===== src/rtl/flow_ctrl_fsm.sv =====
// -----------------------------------------------------------------------------
// flow_ctrl_fsm
//
// Purpose:
//   Flow-control supervisor for a bank of NUM_FIFOS FIFOs. After reset it waits
//   in INIT, capturing the threshold inputs, until software strobes init. It
//   then moves between IDLE and ACTIVE according to the FIFO empty flags.
//   The move back to IDLE is delayed until every FIFO has been empty for
//   IDLE_HOLD consecutive cycles. Any FIFO error sends it to ERROR, where the
//   offending FIFOs are accumulated in error_src until software clears it.
//
// Optional feature:
//   FLOW_CTRL_ERR_CNT_EN -- when defined, err_count counts ERROR entries and
//   saturates at 255. When undefined, err_count is constant 0.
//
// Ports:
//   clk              in   clock, rising edge
//   reset            in   asynchronous active-high reset
//   init             in   configuration-done strobe (only honoured in INIT)
//   umbral_MFs       in   [U_MFS] main-FIFO threshold to capture
//   umbral_VCs       in   [U_VCS] VC-FIFO threshold to capture
//   umbral_Ds        in   [U_DS]  D-FIFO threshold to capture
//   FIFO_empties     in   [NUM_FIFOS] per-FIFO empty flags (1 = empty)
//   FIFO_errors      in   [NUM_FIFOS] per-FIFO error flags (1 = error)
//   error_clr        in   request to leave ERROR (only honoured in ERROR)
//   present_state    out  [3] RESET=0 INIT=1 IDLE=2 ACTIVE=3 ERROR=4
//   idle_out         out  registered IDLE flag
//   active_out       out  registered ACTIVE flag
//   error_out        out  registered ERROR flag
//   error_src        out  [NUM_FIFOS] sticky mask of FIFOs that raised errors
//   umbral_*_out     out  captured thresholds
//   err_count        out  [8] number of ERROR entries (saturating)
// -----------------------------------------------------------------------------
module flow_ctrl_fsm #(
  parameter int NUM_FIFOS = 5,
  parameter int U_MFS     = 4,
  parameter int U_VCS     = 4,
  parameter int U_DS      = 4,
  parameter int IDLE_HOLD = 4
) (
  input  logic                 clk,
  input  logic                 reset,
  input  logic                 init,
  input  logic [U_MFS-1:0]     umbral_MFs,
  input  logic [U_VCS-1:0]     umbral_VCs,
  input  logic [U_DS-1:0]      umbral_Ds,
  input  logic [NUM_FIFOS-1:0] FIFO_empties,
  input  logic [NUM_FIFOS-1:0] FIFO_errors,
  input  logic                 error_clr,
  output logic [2:0]           present_state,
  output logic                 idle_out,
  output logic                 active_out,
  output logic                 error_out,
  output logic [NUM_FIFOS-1:0] error_src,
  output logic [U_MFS-1:0]     umbral_MFs_out,
  output logic [U_VCS-1:0]     umbral_VCs_out,
  output logic [U_DS-1:0]      umbral_Ds_out,
  output logic [7:0]           err_count
);

  typedef enum logic [2:0] {
    ST_RESET  = 3'd0,
    ST_INIT   = 3'd1,
    ST_IDLE   = 3'd2,
    ST_ACTIVE = 3'd3,
    ST_ERROR  = 3'd4
  } state_t;

  // Counter value on which the final all-empty cycle lands.
  localparam logic [7:0] HOLD_LAST = 8'(IDLE_HOLD - 1);

  state_t               state_q, state_d;
  logic [7:0]           hold_q, hold_d;
  logic [NUM_FIFOS-1:0] src_q, src_d;
  logic [U_MFS-1:0]     mf_q, mf_d;
  logic [U_VCS-1:0]     vc_q, vc_d;
  logic [U_DS-1:0]      ds_q, ds_d;
  logic                 idle_q, active_q, error_q;

  logic any_err;
  logic all_empty;

  assign any_err   = |FIFO_errors;
  assign all_empty = &FIFO_empties;

  // ---------------------------------------------------------------------------
  // Next-state / datapath logic
  // ---------------------------------------------------------------------------
  always_comb begin
    state_d = state_q;
    hold_d  = hold_q;
    src_d   = src_q;
    mf_d    = mf_q;
    vc_d    = vc_q;
    ds_d    = ds_q;

    case (state_q)
      ST_RESET: begin
        state_d = ST_INIT;
      end

      ST_INIT: begin
        // Thresholds track the inputs for as long as we sit here, exit edge included.
        mf_d = umbral_MFs;
        vc_d = umbral_VCs;
        ds_d = umbral_Ds;
        if (init) begin
          state_d = ST_IDLE;
        end
      end

      ST_IDLE: begin
        if (any_err) begin
          state_d = ST_ERROR;
          src_d   = FIFO_errors;
        end else if (!all_empty) begin
          state_d = ST_ACTIVE;
        end
      end

      ST_ACTIVE: begin
        if (any_err) begin
          state_d = ST_ERROR;
          src_d   = FIFO_errors;
          hold_d  = 8'd0;
        end else if (all_empty) begin
          if (hold_q == HOLD_LAST) begin
            state_d = ST_IDLE;
            hold_d  = 8'd0;
          end else begin
            hold_d = hold_q + 8'd1;
          end
        end else begin
          hold_d = 8'd0;
        end
      end

      ST_ERROR: begin
        // Leaving requires the error condition to have actually gone away.
        if (error_clr && !any_err) begin
          state_d = ST_INIT;
          src_d   = '0;
        end else begin
          src_d = src_q | FIFO_errors;
        end
      end

      default: begin
        state_d = ST_RESET;
        hold_d  = 8'd0;
      end
    endcase
  end

  // ---------------------------------------------------------------------------
  // State and output registers
  // ---------------------------------------------------------------------------
  always_ff @(posedge clk or posedge reset) begin
    if (reset) begin
      state_q  <= ST_RESET;
      hold_q   <= 8'd0;
      src_q    <= '0;
      mf_q     <= '0;
      vc_q     <= '0;
      ds_q     <= '0;
      idle_q   <= 1'b0;
      active_q <= 1'b0;
      error_q  <= 1'b0;
    end else begin
      state_q  <= state_d;
      hold_q   <= hold_d;
      src_q    <= src_d;
      mf_q     <= mf_d;
      vc_q     <= vc_d;
      ds_q     <= ds_d;
      // Flags are decoded from the next state so they line up with present_state.
      idle_q   <= (state_d == ST_IDLE);
      active_q <= (state_d == ST_ACTIVE);
      error_q  <= (state_d == ST_ERROR);
    end
  end

`ifdef FLOW_CTRL_ERR_CNT_EN
  logic [7:0] err_count_q;
  logic       err_entry;

  assign err_entry = (state_d == ST_ERROR) && (state_q != ST_ERROR);

  always_ff @(posedge clk or posedge reset) begin
    if (reset) begin
      err_count_q <= 8'd0;
    end else if (err_entry && (err_count_q != 8'hFF)) begin
      err_count_q <= err_count_q + 8'd1;
    end
  end

  assign err_count = err_count_q;
`else
  assign err_count = 8'd0;
`endif

  assign present_state  = state_q;
  assign idle_out       = idle_q;
  assign active_out     = active_q;
  assign error_out      = error_q;
  assign error_src      = src_q;
  assign umbral_MFs_out = mf_q;
  assign umbral_VCs_out = vc_q;
  assign umbral_Ds_out  = ds_q;

endmodule


===== config.mk =====
export PLATFORM = sky130hd
export DESIGN_NAME = flow_ctrl_fsm
export DESIGN_NICKNAME = d
export VERILOG_FILES = /design/src/rtl/flow_ctrl_fsm.sv
export SDC_FILE = /design/constraint.sdc
export NUM_CORES = 1
export LEC_CHECK = 0
export CAP_MARGIN = 20
export CORE_UTILIZATION = 45
export DETAILED_ROUTE_END_ITERATION = 8
export GPL_TIMING_DRIVEN = 0
export PLACE_DENSITY = 0.93
export SYNTH_ARGS = -nofsm -noshare
export SYNTH_HDL_FRONTEND = slang
export SYNTH_SLANG_ARGS = --single-unit

===== constraint.sdc =====
create_clock -name clk -period 3 [get_ports clk]
set_input_delay 0.6 -clock clk [delete_from_list [all_inputs] [get_ports clk]]
set_output_delay 0.6 -clock clk [all_outputs]
set_load 0.02 [all_outputs]

==> impl_results.md <==
- Diode insertion count for antenna repair: 0
- IO Count: 57
- Portion of total power attributed to the clock network: 15.4%
- Netlist Area Pre-Place: 1461 µm²
- Total area of multi-input combinational cells: 624.3 µm²
- Run status: finished clean
- Share of async-settable or async-resettable flops after synthesis: 100.0%
- Ratio of routed vias to standard cells: 5.173
- RSZ-0062 raised after global routing: no
- Type of the worst min-delay path: reg -> reg
- CTS tree: yes
- Clock insertion delay at the later pin of the skew report: 0.33 ns
- Cell chosen for the clock root: clkbuf_4
- Hold Buf Count CTS: 0
- Pint: 1.141 mW
- Final cycle utilization of the critical path: 75.35%
- Most common library cell in the layout ignoring fill and taps: clkdlybuf4s50_1
- Total routing usage reported by global routing: 21.72%
- Critical Path AT: 2.52 ns
- Number of levels in the clock H-tree: 2
- Worst rel slew slack: 60.11%
- Die width: 58.99 µm
- Full die area: 3479 µm²
- Critical Path Max Stage Delay: 0.58 ns
- Worst setup path class: in -> reg
- Max frequency: 0.4424 GHz
- Post-CTS resize count: 0
- Net switching share of the total power: 37.15%
- Remaining global-route overflow: 0
- Remaining routing DRC violations: 0
- Number of failing hold endpoints at the final stage: 0
- Clock Sinks: 31
- Post-route antenna net violation count: 0
- Number of warning messages in the yosys log: 0
- Vertical die dimension: 58.99 µm
- First DRT Iteration DRCs: 33
- Leakage power of the design: 0.9513 nW
- Clock-pin slew on the worst setup and hold paths: 0.09 ns
- Area Overhead vs Synth: 45.29%
- Post-CTS setup buffers: 0
- Largest net degree at the start of global routing: 21
- Detailed-route wire length: 3.396 mm
- Placed wire-length estimate after detailed placement: 2.618 mm
- Share of layout cells above drive strength 1: 14.51%
- Number of inserted filler cells in the final layout: 229
- Vias after detailed routing: 1,226
- Part of the total power dissipated in combinational logic: 49.0%
- Most common flop cell mapped by yosys: dfrtp_1
- Worst-case vdd ir drop: 440.1 µV
- Cell Pwr Density: 855.3 nW/µm²
- Final min period: 2.261 ns
- Synth Instances: 129
- Register Area: 775.7 µm²
- Number of pins exceeding their max-slew limit in the final report: 0
- Worst Setup Start Kind: input port
- Crit path buffers/inverters: 1
- Summed negative setup slack over all endpoints: 0 ns
- Post-detailed-route wirelength per cell: 14.33 µm
- Count of state elements after synthesis: 31
- Number of iterations in the first detailed-routing pass: 4
- Register area share after synthesis: 53.08%
- Number of distinct library cell variants in the gate-level netlist after synthesis: 33
- Min Hold Slack: 0.4975 ns
- Port buffer count: 48
- Number of antenna violations at the first check in global routing: 0
- Slew at the pin closest to its max-slew limit: 0.5938 ns
- Maximum fanout encountered on the critical timing path: 9
- Placement row count: 20
- Clock Path Buffers: 2
- Top delay family on crit path: simple AND/OR/NAND/NOR gates
- Final layout net count: 219
- Effective utilization at floorplan: 47.48%
- Final-report setup violation count: 0
- Number of buffers inserted during clock tree synthesis: 5
- Most used cells in the layout excluding fill and tap cells: clkdlybuf4s50_1, dfrtp_1, nand2_1
- Maximum clock skew at final layout: 0.01407 ns
- Util after Layout: 68.98%
- Endpoint class of the critical path: flip-flop
- Via count of the first global-routing pass: 1,249
- Worst-path cell with the longest stage delay: or4_4
- Final weighted congestion in routability-driven placement: 0.7724
- Number of max-capacitance violations reported: 0
- Count of flip-flops with a built-in enable after synthesis: 0
- Req. time, crit path: 3.26 ns
- First-pass GRT wire length: 5.464 mm
- Cell-by-cell trace of the critical path: clkdlybuf4s50_1, or4_4, nor4b_4, o31a_2, o21bai_1
- Core box area: 3078 µm²
- Switching power: 0.6746 mW
- Mean instance size in the synthesized netlist: 11.33 µm²
- Sequential Power Share: 35.6%
-- registers in the layout, indices dropped and copies added (netlist names) --
register / cells
hold_q: 8
error_src: 5
umbral_Ds_out: 4
umbral_MFs_out: 4
umbral_VCs_out: 4
present_state: 3
active_out: 1
error_out: 1
idle_out: 1
-- metal layers --
metal	track usage (%)	routed length [µm]	vias to the layer above
li1	-	-	573
met1	24.26	1338	590
met2	37.50	1793	54
met3	4.585	184	9
met4	13.95	80	0
met5	0	0	-
-- worst paths after layout --
check	startpoint	end	slack (ns)	depth (start not counted)
worst max-delay path	FIFO_errors[0]	present_state[0]$_DFF_PP0_	0.74	5
max in group asynchronous	reset	umbral_VCs_out[1]$_DFFE_PP0P_	1.90	3
min in group asynchronous	reset	hold_q[2]$_DFFE_PP0N_	0.61	2
worst max register to register	present_state[2]$_DFF_PP0_	umbral_Ds_out[3]$_DFFE_PP0P_	0.99	4
worst min-delay path	umbral_MFs_out[3]$_DFFE_PP0P_	umbral_MFs_out[3]$_DFFE_PP0P_	0.50	1
worst min register to register	umbral_MFs_out[3]$_DFFE_PP0P_	umbral_MFs_out[3]$_DFFE_PP0P_	0.50	1
-- kinds of logic (layout without fill, tap and decap cells) --
| group | count (synthesis) | count (layout) | share of synthesized area [%] |
|---|---|---|---|
| AND/OR/NAND/NOR | 42 | 42 | 15.58 |
| other | 1 | 8 | 0.2566 |
| flip-flops | 31 | 31 | 53.08 |
| adder cells (fa/ha/maj) | 1 | 1 | 0.8560 |
| multiplexers | 12 | 12 | 9.247 |
| buffers and inverters | 15 | 72 | 5.993 |
| AO/OA/AOI/OAI | 27 | 27 | 14.98 |
-- cell type report --
cell class                      instances  share of cell area (%)
Multi-Input combinational cell         90                   29.40
Inverter                                4                  0.7071
Timing Repair Buffer                   49                   23.92
Sequential cell                        31                   36.53
Clock buffer                            7                   3.064
Clock inverter                          1                  0.3536
Tap cell                               44                   2.593
Buffer                                 11                   3.418
-- Yosys cell counts (2+ instances only) --
| cell type | count | area share [%] |
|---|---|---|
| nor2_1 | 4 | 1.0 |
| o2111ai_1 | 6 | 3.6 |
| nand3_1 | 4 | 1.4 |
| nand2_1 | 18 | 4.6 |
| nor3_1 | 5 | 1.7 |
| a21oi_1 | 3 | 1.0 |
| and2_1 | 2 | 0.86 |
| nor2b_1 | 3 | 1.3 |
| a22o_1 | 5 | 3.0 |
| inv_1 | 4 | 1.0 |
| mux2_2 | 2 | 1.5 |
| buf_4 | 8 | 4.1 |
| o21bai_1 | 2 | 1.0 |
| o21a_1 | 3 | 1.5 |
| mux2_1 | 10 | 7.7 |
| clkbuf_1 | 2 | 0.51 |
| o21ai_1 | 2 | 0.68 |
| dfrtp_1 | 31 | 53 |
-- per-stage QoR --
stage               total power [mW]  area, µm²  setup slack, ns  instances
global route                   1.914       2123           0.6782        237
detailed placement             1.547       2051           0.3895        229
global placement               1.495       2023           0.4464        228
CTS                            1.830       2123           0.7434        237
floorplan                      1.133       1488            1.028        136
finish                         1.816       2123           0.7395        237
-- power by group through the flow --
stage / combinational, mW / sequential, mW / clock, mW
after global routing: 0.950 / 0.659 / 0.305
after floorplan: 0.308 / 0.824 / 0
after global placement: 0.855 / 0.641 / 0
after detailed placement: 0.891 / 0.656 / 0
final: 0.890 / 0.646 / 0.280
after CTS: 0.895 / 0.648 / 0.287
Note: power is estimated with default switching activity, not from simulation.
